===== src/rtl/hls_deadlock_report_collector.sv =====
// Confirms deadlock-monitor block runs that last THRESHOLD sampled cycles.
// Each confirmed episode is queued as a timestamped report in a small FIFO.
module hls_deadlock_report_collector #(
  parameter int THRESHOLD  = 16,
  parameter int FIFO_DEPTH = 4,
  parameter int TS_WIDTH   = 32
) (
  input  logic                  clock,
  input  logic                  reset,
  input  logic                  block,
  input  logic [3:0]            axis_block_info,
  output logic                  report_valid,
  input  logic                  report_ready,
  output logic [4+TS_WIDTH-1:0] report_data,
  output logic                  deadlock_active,
  output logic                  overflow,
  output logic [15:0]           event_count,
  input  logic                  clear
);

  localparam int          AW       = $clog2(FIFO_DEPTH);
  localparam int          DW       = 4 + TS_WIDTH;
  localparam logic [15:0] CNT_LAST = 16'(THRESHOLD - 1);

  typedef enum logic [1:0] {
    S_IDLE      = 2'd0,
    S_PENDING   = 2'd1,
    S_CONFIRMED = 2'd2
  } state_t;

  state_t              state_q, state_d;
  logic [15:0]         cnt_q, cnt_d;
  logic [3:0]          info_q, info_d;
  logic [TS_WIDTH-1:0] ts_q, ts_d;
  logic [AW:0]         wr_ptr_q, wr_ptr_d, rd_ptr_q, rd_ptr_d;
  logic [DW-1:0]       mem_q [FIFO_DEPTH];
  logic [DW-1:0]       mem_d [FIFO_DEPTH];
  logic                overflow_q, overflow_d;
  logic [15:0]         event_count_q, event_count_d;
  logic                push_s, pop_s, push_ok_s, drop_s, empty_s, full_s;

  // state register
  always_ff @(posedge clock) begin
    if (reset) begin
      state_q <= S_IDLE;
      cnt_q   <= 16'd0;
      info_q  <= 4'd0;
    end else begin
      state_q <= state_d;
      cnt_q   <= cnt_d;
      info_q  <= info_d;
    end
  end

  // next-state: a changed block code restarts the run rather than aborting it
  always_comb begin
    state_d = state_q;
    cnt_d   = cnt_q;
    info_d  = info_q;
    push_s  = 1'b0;
    case (state_q)
      S_IDLE: begin
        if (block) begin
          state_d = S_PENDING;
          cnt_d   = 16'd1;
          info_d  = axis_block_info;
        end else begin
          state_d = S_IDLE;
        end
      end
      S_PENDING: begin
        if (!block) begin
          state_d = S_IDLE;
          cnt_d   = 16'd0;
        end else if (axis_block_info != info_q) begin
          cnt_d  = 16'd1;
          info_d = axis_block_info;
        end else if (cnt_q == CNT_LAST) begin
          state_d = S_CONFIRMED;
          cnt_d   = 16'd0;
          push_s  = 1'b1;
        end else begin
          cnt_d = cnt_q + 16'd1;
        end
      end
      S_CONFIRMED: begin
        if (!block) begin
          state_d = S_IDLE;
        end else begin
          state_d = S_CONFIRMED;
        end
      end
      default: begin
        state_d = S_IDLE;
        cnt_d   = 16'd0;
      end
    endcase
  end

  // outputs
  always_comb begin
    deadlock_active = (state_q == S_CONFIRMED);
    report_valid    = !empty_s;
    overflow        = overflow_q;
    event_count     = event_count_q;
    if (empty_s) begin
      report_data = {DW{1'b0}};
    end else begin
      report_data = mem_q[rd_ptr_q[AW-1:0]];
    end
  end

  // FIFO bookkeeping; a pop frees the slot for a push on the same edge
  always_comb begin
    empty_s   = (wr_ptr_q == rd_ptr_q);
    full_s    = (wr_ptr_q[AW] != rd_ptr_q[AW]) && (wr_ptr_q[AW-1:0] == rd_ptr_q[AW-1:0]);
    pop_s     = !empty_s && report_ready;
    push_ok_s = push_s && (!full_s || pop_s);
    drop_s    = push_s && full_s && !pop_s;
    ts_d      = ts_q + TS_WIDTH'(1);
    mem_d     = mem_q;
    if (push_ok_s) begin
      mem_d[wr_ptr_q[AW-1:0]] = {info_q, ts_q};
      wr_ptr_d                = wr_ptr_q + (AW+1)'(1);
    end else begin
      wr_ptr_d = wr_ptr_q;
    end
    if (pop_s) begin
      rd_ptr_d = rd_ptr_q + (AW+1)'(1);
    end else begin
      rd_ptr_d = rd_ptr_q;
    end
    if (drop_s) begin
      overflow_d = 1'b1;
    end else if (clear) begin
      overflow_d = 1'b0;
    end else begin
      overflow_d = overflow_q;
    end
    if (clear) begin
      event_count_d = push_s ? 16'd1 : 16'd0;
    end else if (push_s && (event_count_q != 16'hFFFF)) begin
      event_count_d = event_count_q + 16'd1;
    end else begin
      event_count_d = event_count_q;
    end
  end

  always_ff @(posedge clock) begin
    if (reset) begin
      ts_q          <= {TS_WIDTH{1'b0}};
      wr_ptr_q      <= {(AW+1){1'b0}};
      rd_ptr_q      <= {(AW+1){1'b0}};
      overflow_q    <= 1'b0;
      event_count_q <= 16'd0;
    end else begin
      ts_q          <= ts_d;
      wr_ptr_q      <= wr_ptr_d;
      rd_ptr_q      <= rd_ptr_d;
      overflow_q    <= overflow_d;
      event_count_q <= event_count_d;
    end
  end

  // storage is never read while empty, so it needs no reset
  always_ff @(posedge clock) begin
    mem_q <= mem_d;
  end

endmodule


===== config.mk =====
export PLATFORM = sky130hd
export DESIGN_NAME = hls_deadlock_report_collector
export DESIGN_NICKNAME = d
export VERILOG_FILES = /design/src/rtl/hls_deadlock_report_collector.sv
export SDC_FILE = /design/constraint.sdc
export NUM_CORES = 1
export LEC_CHECK = 0
export ABC_AREA = 1
export CORE_MARGIN = 5
export CORE_UTILIZATION = 43
export DETAILED_ROUTE_END_ITERATION = 10
export SYNTH_ARGS = -nofsm -noshare
export SYNTH_HDL_FRONTEND = slang
export SYNTH_SLANG_ARGS = --single-unit

===== constraint.sdc =====
create_clock -name clock -period 5 [get_ports clock]
set_input_delay 1.5 -clock clock [delete_from_list [all_inputs] [get_ports clock]]
set_output_delay 1.5 -clock clock [all_outputs]
set_load 0.1 [all_outputs]

==> metrics.cfg, run 1 <==
[drt]
first_pass_iters = 5
wire_per_inst_um = 15.1
vias = 7449
detail_route.drc_violations = 0
drt_iter0_markers = 412
via_per_inst = 5.10
wirelength_mm = 22.0
ant_nets = 0

[sta]
final.min_clock_period_ns = 4.06
fin_setup_tns_ns = 0
worst_pin_slew_ns = 1.12
fmax_mhz = 246
finalMaxSlewViolations = 0
fin_crit_sh = 0.813
hold_viol = 0
fin_skew_ns = 0.0146
relSlewSlack = 0.252
finalSetupViolations = 0
rsz0062_at_grt = false

[global_route]
grt_pass1_vias = 7106
grt_max_degree = 67
grt_antenna_before_repair = 0
gr-total-overflow = 0
grt.total_usage = 0.166
grt_pass1_wl_mm = 36.2

[power_and_ir_drop]
vdd_drop_max_mv = 0.223
leakage_nw = 4.60
power.density_nw_per_um2 = 367

[die]
fp.dieH_um = 162
rows = 55
die_width_um = 162
fp.dieArea_um2 = 26300
core_area_um2 = 22700
start_util = 0.439
io_pins = 64

[worst_setup_path]
end_kind = primary output
rr_endpoint = mem_q[49]$_DFFE_PP_
crit_path_max_fanout = 66
crit_type = flop to primary output
setup.worst_path.start_class = flop
arrival_ns = 2.56
r2r_cells = 7
r2r_start = rd_ptr_q[1]$_SDFFE_PP0P_
rrSetupSlack_ns = 2.24
required_ns = 3.50

[clocking]
cts_buffers = 23
cts_resized = 0
clk_pin_slew_worst_paths_ns = 0.06
clock_path_buffers = 3
htree_num_levels = 1
ctsHoldBuffers = 0
clock_latency_ns = 0.51
postCtsSetupRepairBufs = 0
clkSinkCount = 221
tritoncts = built
cts_root_buf = clkbuf_16

[cells_and_area]
antennaDiodeCount = 0
fill_cells = 2035
stdcell_count = 1462
syn_to_final_growth_pct = 20.3
fin_nets = 1181
drive_above_1_share = 0.102

[min_path]
worstHoldStart = overflow$_SDFFE_PP0P_
min_path_type = flop to flop
min_to = overflow$_SDFFE_PP0P_
whs_path_depth = 2

[placed_design]
post-dp-hpwl_mm = 14.3
dp.cells = 1420
place.gp.congestion = 0.863
port-buffer-count = 63

[synthesis]
synth_top_area_frac = 0.434
synth_area_leaders = edfxtp_1 43%, dfxtp_1 15%, nand2_1 7.4%
yosysTopAreaCell = edfxtp_1
yosysSeqAreaShare = 0.588
synth-seq-cells = 221
synthCells = 1099
ys_warn_count = 0
ys_types = 40
syn-num-nets = 1120
syn_area_um2 = 9970
avgSynthCellArea_um2 = 9.07

[job]
max_cap_viol_count = 0

[outcome]
outcome = complete, no violations

-- critical path: stages (launching register included) --
cell     delay (ns)
dfxtp_2        0.32
inv_2          0.75
buf_4          0.31
o21ai_0        0.08
o22ai_1        0.16
nand2_1        0.07
inv_1          0.11
buf_12         0.18
-- layout make-up --
cell class | instances | area [µm²] | area share
Sequential cell | 221 | 5870 | 0.489
Multi-Input combinational cell | 708 | 3460 | 0.289
Clock inverter | 15 | 108 | 0.00897
Clock buffer | 27 | 591 | 0.0492
Timing Repair Buffer | 77 | 1130 | 0.0943
Inverter | 129 | 484 | 0.0404
Tap cell | 285 | 357 | 0.0297
-- synthesized netlist by cell type, drive strengths merged --
cell type	instances
buf	16
clkbuf	25
and3	1
nand3b	8
xnor2	2
nand3	48
xor2	10
o21bai	2
ha	12
inv	129
o22ai	36
edfxtp	144
or2	2
and2	2
a21boi	1
nor3b	1
nand2	200
nor2	183
o21a	2
a21oi	49
dfxtp	77
a31oi	1
nor3	27
nand4	20
a211oi	1
o21ai	100
-- how the worst max path moves through the flow --
| stage | from | slack [ns] | end | cells past startpoint |
|---|---|---|---|---|
| 2_1_floorplan | axis_block_info[1] | 0.88 | mem_q[0]$_DFFE_PP_ | 8 |
| 3_3_place_gp | axis_block_info[1] | 0.81 | mem_q[49]$_DFFE_PP_ | 10 |
| 3_5_place_dp | axis_block_info[1] | 0.77 | mem_q[91]$_DFFE_PP_ | 10 |
| 4_1_cts | rd_ptr_q[1]$_SDFFE_PP0P_ | 0.88 | report_data[11] | 8 |
| 5_1_grt | rd_ptr_q[0]$_SDFFE_PP0P_ | 0.68 | report_data[8] | 7 |
| 6_report | rd_ptr_q[0]$_SDFFE_PP0P_ | 0.94 | report_data[8] | 7 |
-- layout by cell type (no fill, tap or decap), types with 2 or more instances in the layout --
master,count
a21oi_1,48
buf_12,39
buf_4,12
clkbuf_1,4
clkbuf_16,23
clkdlybuf4s50_1,26
clkinv_1,4
clkinv_2,6
clkinvlp_4,2
dfxtp_1,76
edfxtp_1,144
ha_1,12
inv_1,128
nand2_1,197
nand2_2,3
nand3_1,44
nand3_2,3
nand3b_1,8
nand4_1,20
nor2_1,167
nor2_2,10
nor2_4,6
nor3_1,20
nor3_2,7
o21a_1,2
o21ai_0,99
o22ai_1,36
xnor2_1,2
xor2_1,10
-- cell families (layout without fill, tap and decap cells) --
| kind of cell | count (synthesis) | in the layout | share of synthesized area |
|---|---|---|---|
| fa+ha+maj | 12 | 12 | 0.0151 |
| flops | 221 | 221 | 0.588 |
| xor+xnor | 12 | 12 | 0.0105 |
| simple gates | 492 | 492 | 0.215 |
| buf+inv | 170 | 248 | 0.0675 |
| compound gates | 192 | 192 | 0.103 |
-- power by group --
group / total, mW / internal (mW) / switching [mW]
Clock: 1.58 / 0.900 / 0.682
Combinational: 0.862 / 0.265 / 0.597
Sequential: 1.96 / 1.94 / 0.0231
-- state kept, by name, indices dropped and copies added, names as in the netlist --
| signal | cells |
|---|---|
| state_q | 2 |
| info_q | 4 |
| wr_ptr_q | 3 |
| event_count | 16 |
| rd_ptr_q | 3 |
| overflow | 1 |
| ts_q | 32 |
| mem_q | 144 |
| cnt_q | 16 |
-- per-layer routing --
layer  share of wire  global-route usage  routed length, µm
met3           0.045              0.0249               1000
met4           0.014              0.0369                301
met5               0                   0                  0
met1            0.46               0.226              10100
met2            0.48               0.284              10600
-- metrics by stage --
| stage | utilization | hold slack, ns | power, mW | cell area (µm²) | setup WS (ns) |
|---|---|---|---|---|---|
| after global placement | 0.498 | 0.448 | 2.87 | 11300 | 0.811 |
| final | 0.528 | 0.458 | 4.41 | 12000 | 0.936 |
| after CTS | 0.528 | 0.465 | 4.46 | 12000 | 0.881 |
| after global routing | 0.528 | 0.527 | 4.59 | 12000 | 0.681 |
| after floorplan | - | 0.460 | 2.57 | 9970 | 0.877 |
| after detailed placement | 0.498 | 0.450 | 2.88 | 11300 | 0.770 |
Power figures use the tool's default switching activity.
==> inputs of run 2 (changes only) <==
==> constraint.sdc (replaced) <==
create_clock -name clock -period 3.7 [get_ports clock]
set_input_delay 1.11 -clock clock [delete_from_list [all_inputs] [get_ports clock]]
set_output_delay 1.11 -clock clock [all_outputs]
set_load 0.1 [all_outputs]
==> run 2 against run 1 <==
Hold slack gained 0.037 ns. Combinational power up 39%. Wire length fell by 1.9%. Clock power increased by 47%. Sequential cell count is the same. Critical path depth up 2. Sequential share of layout area fell by 0.46 points. Global-route usage decreased by 0.15 points. Register-to-register slack worse by 1.0 ns. Final cell count rose by 0.62%. Critical path type unchanged. First-iteration DRC count up 1.2%. Non-clock buffer count increased by 7.
==> metrics.cfg, run 2 (synthesis gave the netlist of run 1 again) <==
[outcome]
outcome = complete, no violations

[drt]
via_per_inst = 5.04  ; -1.1%
first_pass_iters = 6  ; +1
vias = 7414  ; -0.47%
ant_nets = 0  ; unchanged
drt_iter0_markers = 417  ; +1.2%
wire_per_inst_um = 14.7  ; -2.5%
detail_route.drc_violations = 0  ; unchanged
wirelength_mm = 21.6  ; -1.9%

[clocking]
clk_pin_slew_worst_paths_ns = 0.06  ; about the same
clock_latency_ns = 0.51  ; about the same
cts_root_buf = clkbuf_16
postCtsSetupRepairBufs = 0  ; unchanged
cts_resized = 0  ; unchanged
clock_path_buffers = 3  ; unchanged
clkSinkCount = 221  ; unchanged
tritoncts = built
cts_buffers = 24  ; +4.3%
htree_num_levels = 1  ; unchanged
ctsHoldBuffers = 0  ; unchanged

[sta]
final.min_clock_period_ns = 3.26
finalMaxSlewViolations = 0  ; unchanged
fin_skew_ns = 0.0176  ; +0.00303 ns
finalSetupViolations = 0  ; unchanged
finalWorstSetupSlack_ns = 0.438  ; -0.498 ns
rsz0062_at_grt = false
hold_viol = 0  ; unchanged
fmax_mhz = 307
fin_crit_sh = 0.882
worst_pin_slew_ns = 0.555  ; -0.567 ns
worst_hold_slack_ns = 0.495  ; +0.0367 ns
relSlewSlack = 0.629  ; +0.377

[placed_design]
place.gp.congestion = 0.854  ; -1.1%
port-buffer-count = 63  ; unchanged
place_ws_ns = 0.334  ; -0.435 ns
dp.cells = 1427  ; +0.49%
post-dp-hpwl_mm = 14.5  ; +1.1%

[die]
core_area_um2 = 22700  ; unchanged
fp.dieArea_um2 = 26300  ; unchanged
start_util = 0.439  ; unchanged
fp.dieH_um = 162  ; unchanged
io_pins = 64  ; unchanged
rows = 55  ; unchanged
die_width_um = 162  ; unchanged

[global_route]
gr-total-overflow = 0  ; unchanged
grt_max_degree = 47  ; -30%
grt_antenna_before_repair = 0  ; unchanged
grt.total_usage = 0.165  ; -0.00155
grt_pass1_wl_mm = 36.1  ; -0.53%
grt_pass1_vias = 7171  ; +0.91%

[worst_setup_path]
required_ns = 2.59  ; -0.91 ns
crit_type = flop to primary output
end_kind = primary output
setup.worst_path.start_class = flop
r2r_cells = 9  ; +2
arrival_ns = 2.15  ; -0.41 ns
crit_path_max_fanout = 23  ; -65%

[cells_and_area]
largest_reg_flops = 144  ; unchanged
final_common_cell = nand2_1
reg.largest.list = mem_q (144), ts_q (32)
fill_cells = 2040  ; +0.25%
stdcell_count = 1471  ; +0.62%
largest-register = mem_q
layout_common_cells = 197 x nand2_1, 167 x nor2_1, 144 x edfxtp_1
multi_input_area_um2 = 3460  ; unchanged
seq_area_um2 = 5870  ; unchanged
syn_to_final_growth_pct = 21.5
fin_nets = 1189  ; +0.68%
antennaDiodeCount = 0  ; unchanged
drive_above_1_share = 0.121  ; +0.0195

[min_path]
min_path_type = flop to flop
whs_path_depth = 2  ; unchanged

[power_and_ir_drop]
leakage_nw = 4.69  ; +2.1%
vdd_drop_max_mv = 0.331  ; +48%
power.density_nw_per_um2 = 510  ; +39%

[job]
max_cap_viol_count = 0  ; unchanged

[run 2: per-stage QoR]
stage	total power, mW	area (µm²)	utilization	setup TNS (ns)
finish	6.18	12100	0.533	0
global route	6.42	12100	0.533	0
CTS	6.24	12100	0.533	0
detailed placement	3.92	11300	0.499	0
global placement	3.91	11300	0.499	0
floorplan	3.49	9970	-	-4.73
[run 2: worst max-delay path: stages (launching register included)]
cell and delay, ns:
dfxtp_1 0.43, inv_1 0.08, buf_4 0.20, nand2_1 0.09, a21oi_2 0.07, nand2_1 0.08
buf_4 0.31, nand2_1 0.10, inv_1 0.11, buf_12 0.18
[run 2: layer usage]
metal	vias to the layer above	routed length (µm)	GRT usage
met1	3462	9920	0.221
met2	108	10700	0.286
met5	-	0	0
li1	3819	-	-
met4	0	323	0.0338
met3	25	715	0.0241
[run 2: layout make-up]
type                            instances  area share
Sequential cell                       221       0.484
Multi-Input combinational cell        708       0.286
Timing Repair Buffer                   84      0.0961
Clock buffer                           34      0.0552
Inverter                              129      0.0400
Tap cell                              285      0.0294
Clock inverter                         10     0.00930
[run 2: worst paths after layout]
path / from / slack (ns) / end
setup / recovery: rd_ptr_q[1]$_SDFFE_PP0P_ / 0.44 / report_data[32]
setup reg to reg: event_count[0]$_SDFFE_PP0P_ / 1.23 / event_count[14]$_SDFFE_PP0P_
hold reg to reg: overflow$_SDFFE_PP0P_ / 0.50 / overflow$_SDFFE_PP0P_
hold / removal: overflow$_SDFFE_PP0P_ / 0.50 / overflow$_SDFFE_PP0P_
[run 2: power by group]
part	internal [mW]	switching [mW]
combinational	0.372	0.829
sequential	2.62	0.0269
clock	1.40	0.925
total	4.40	1.78
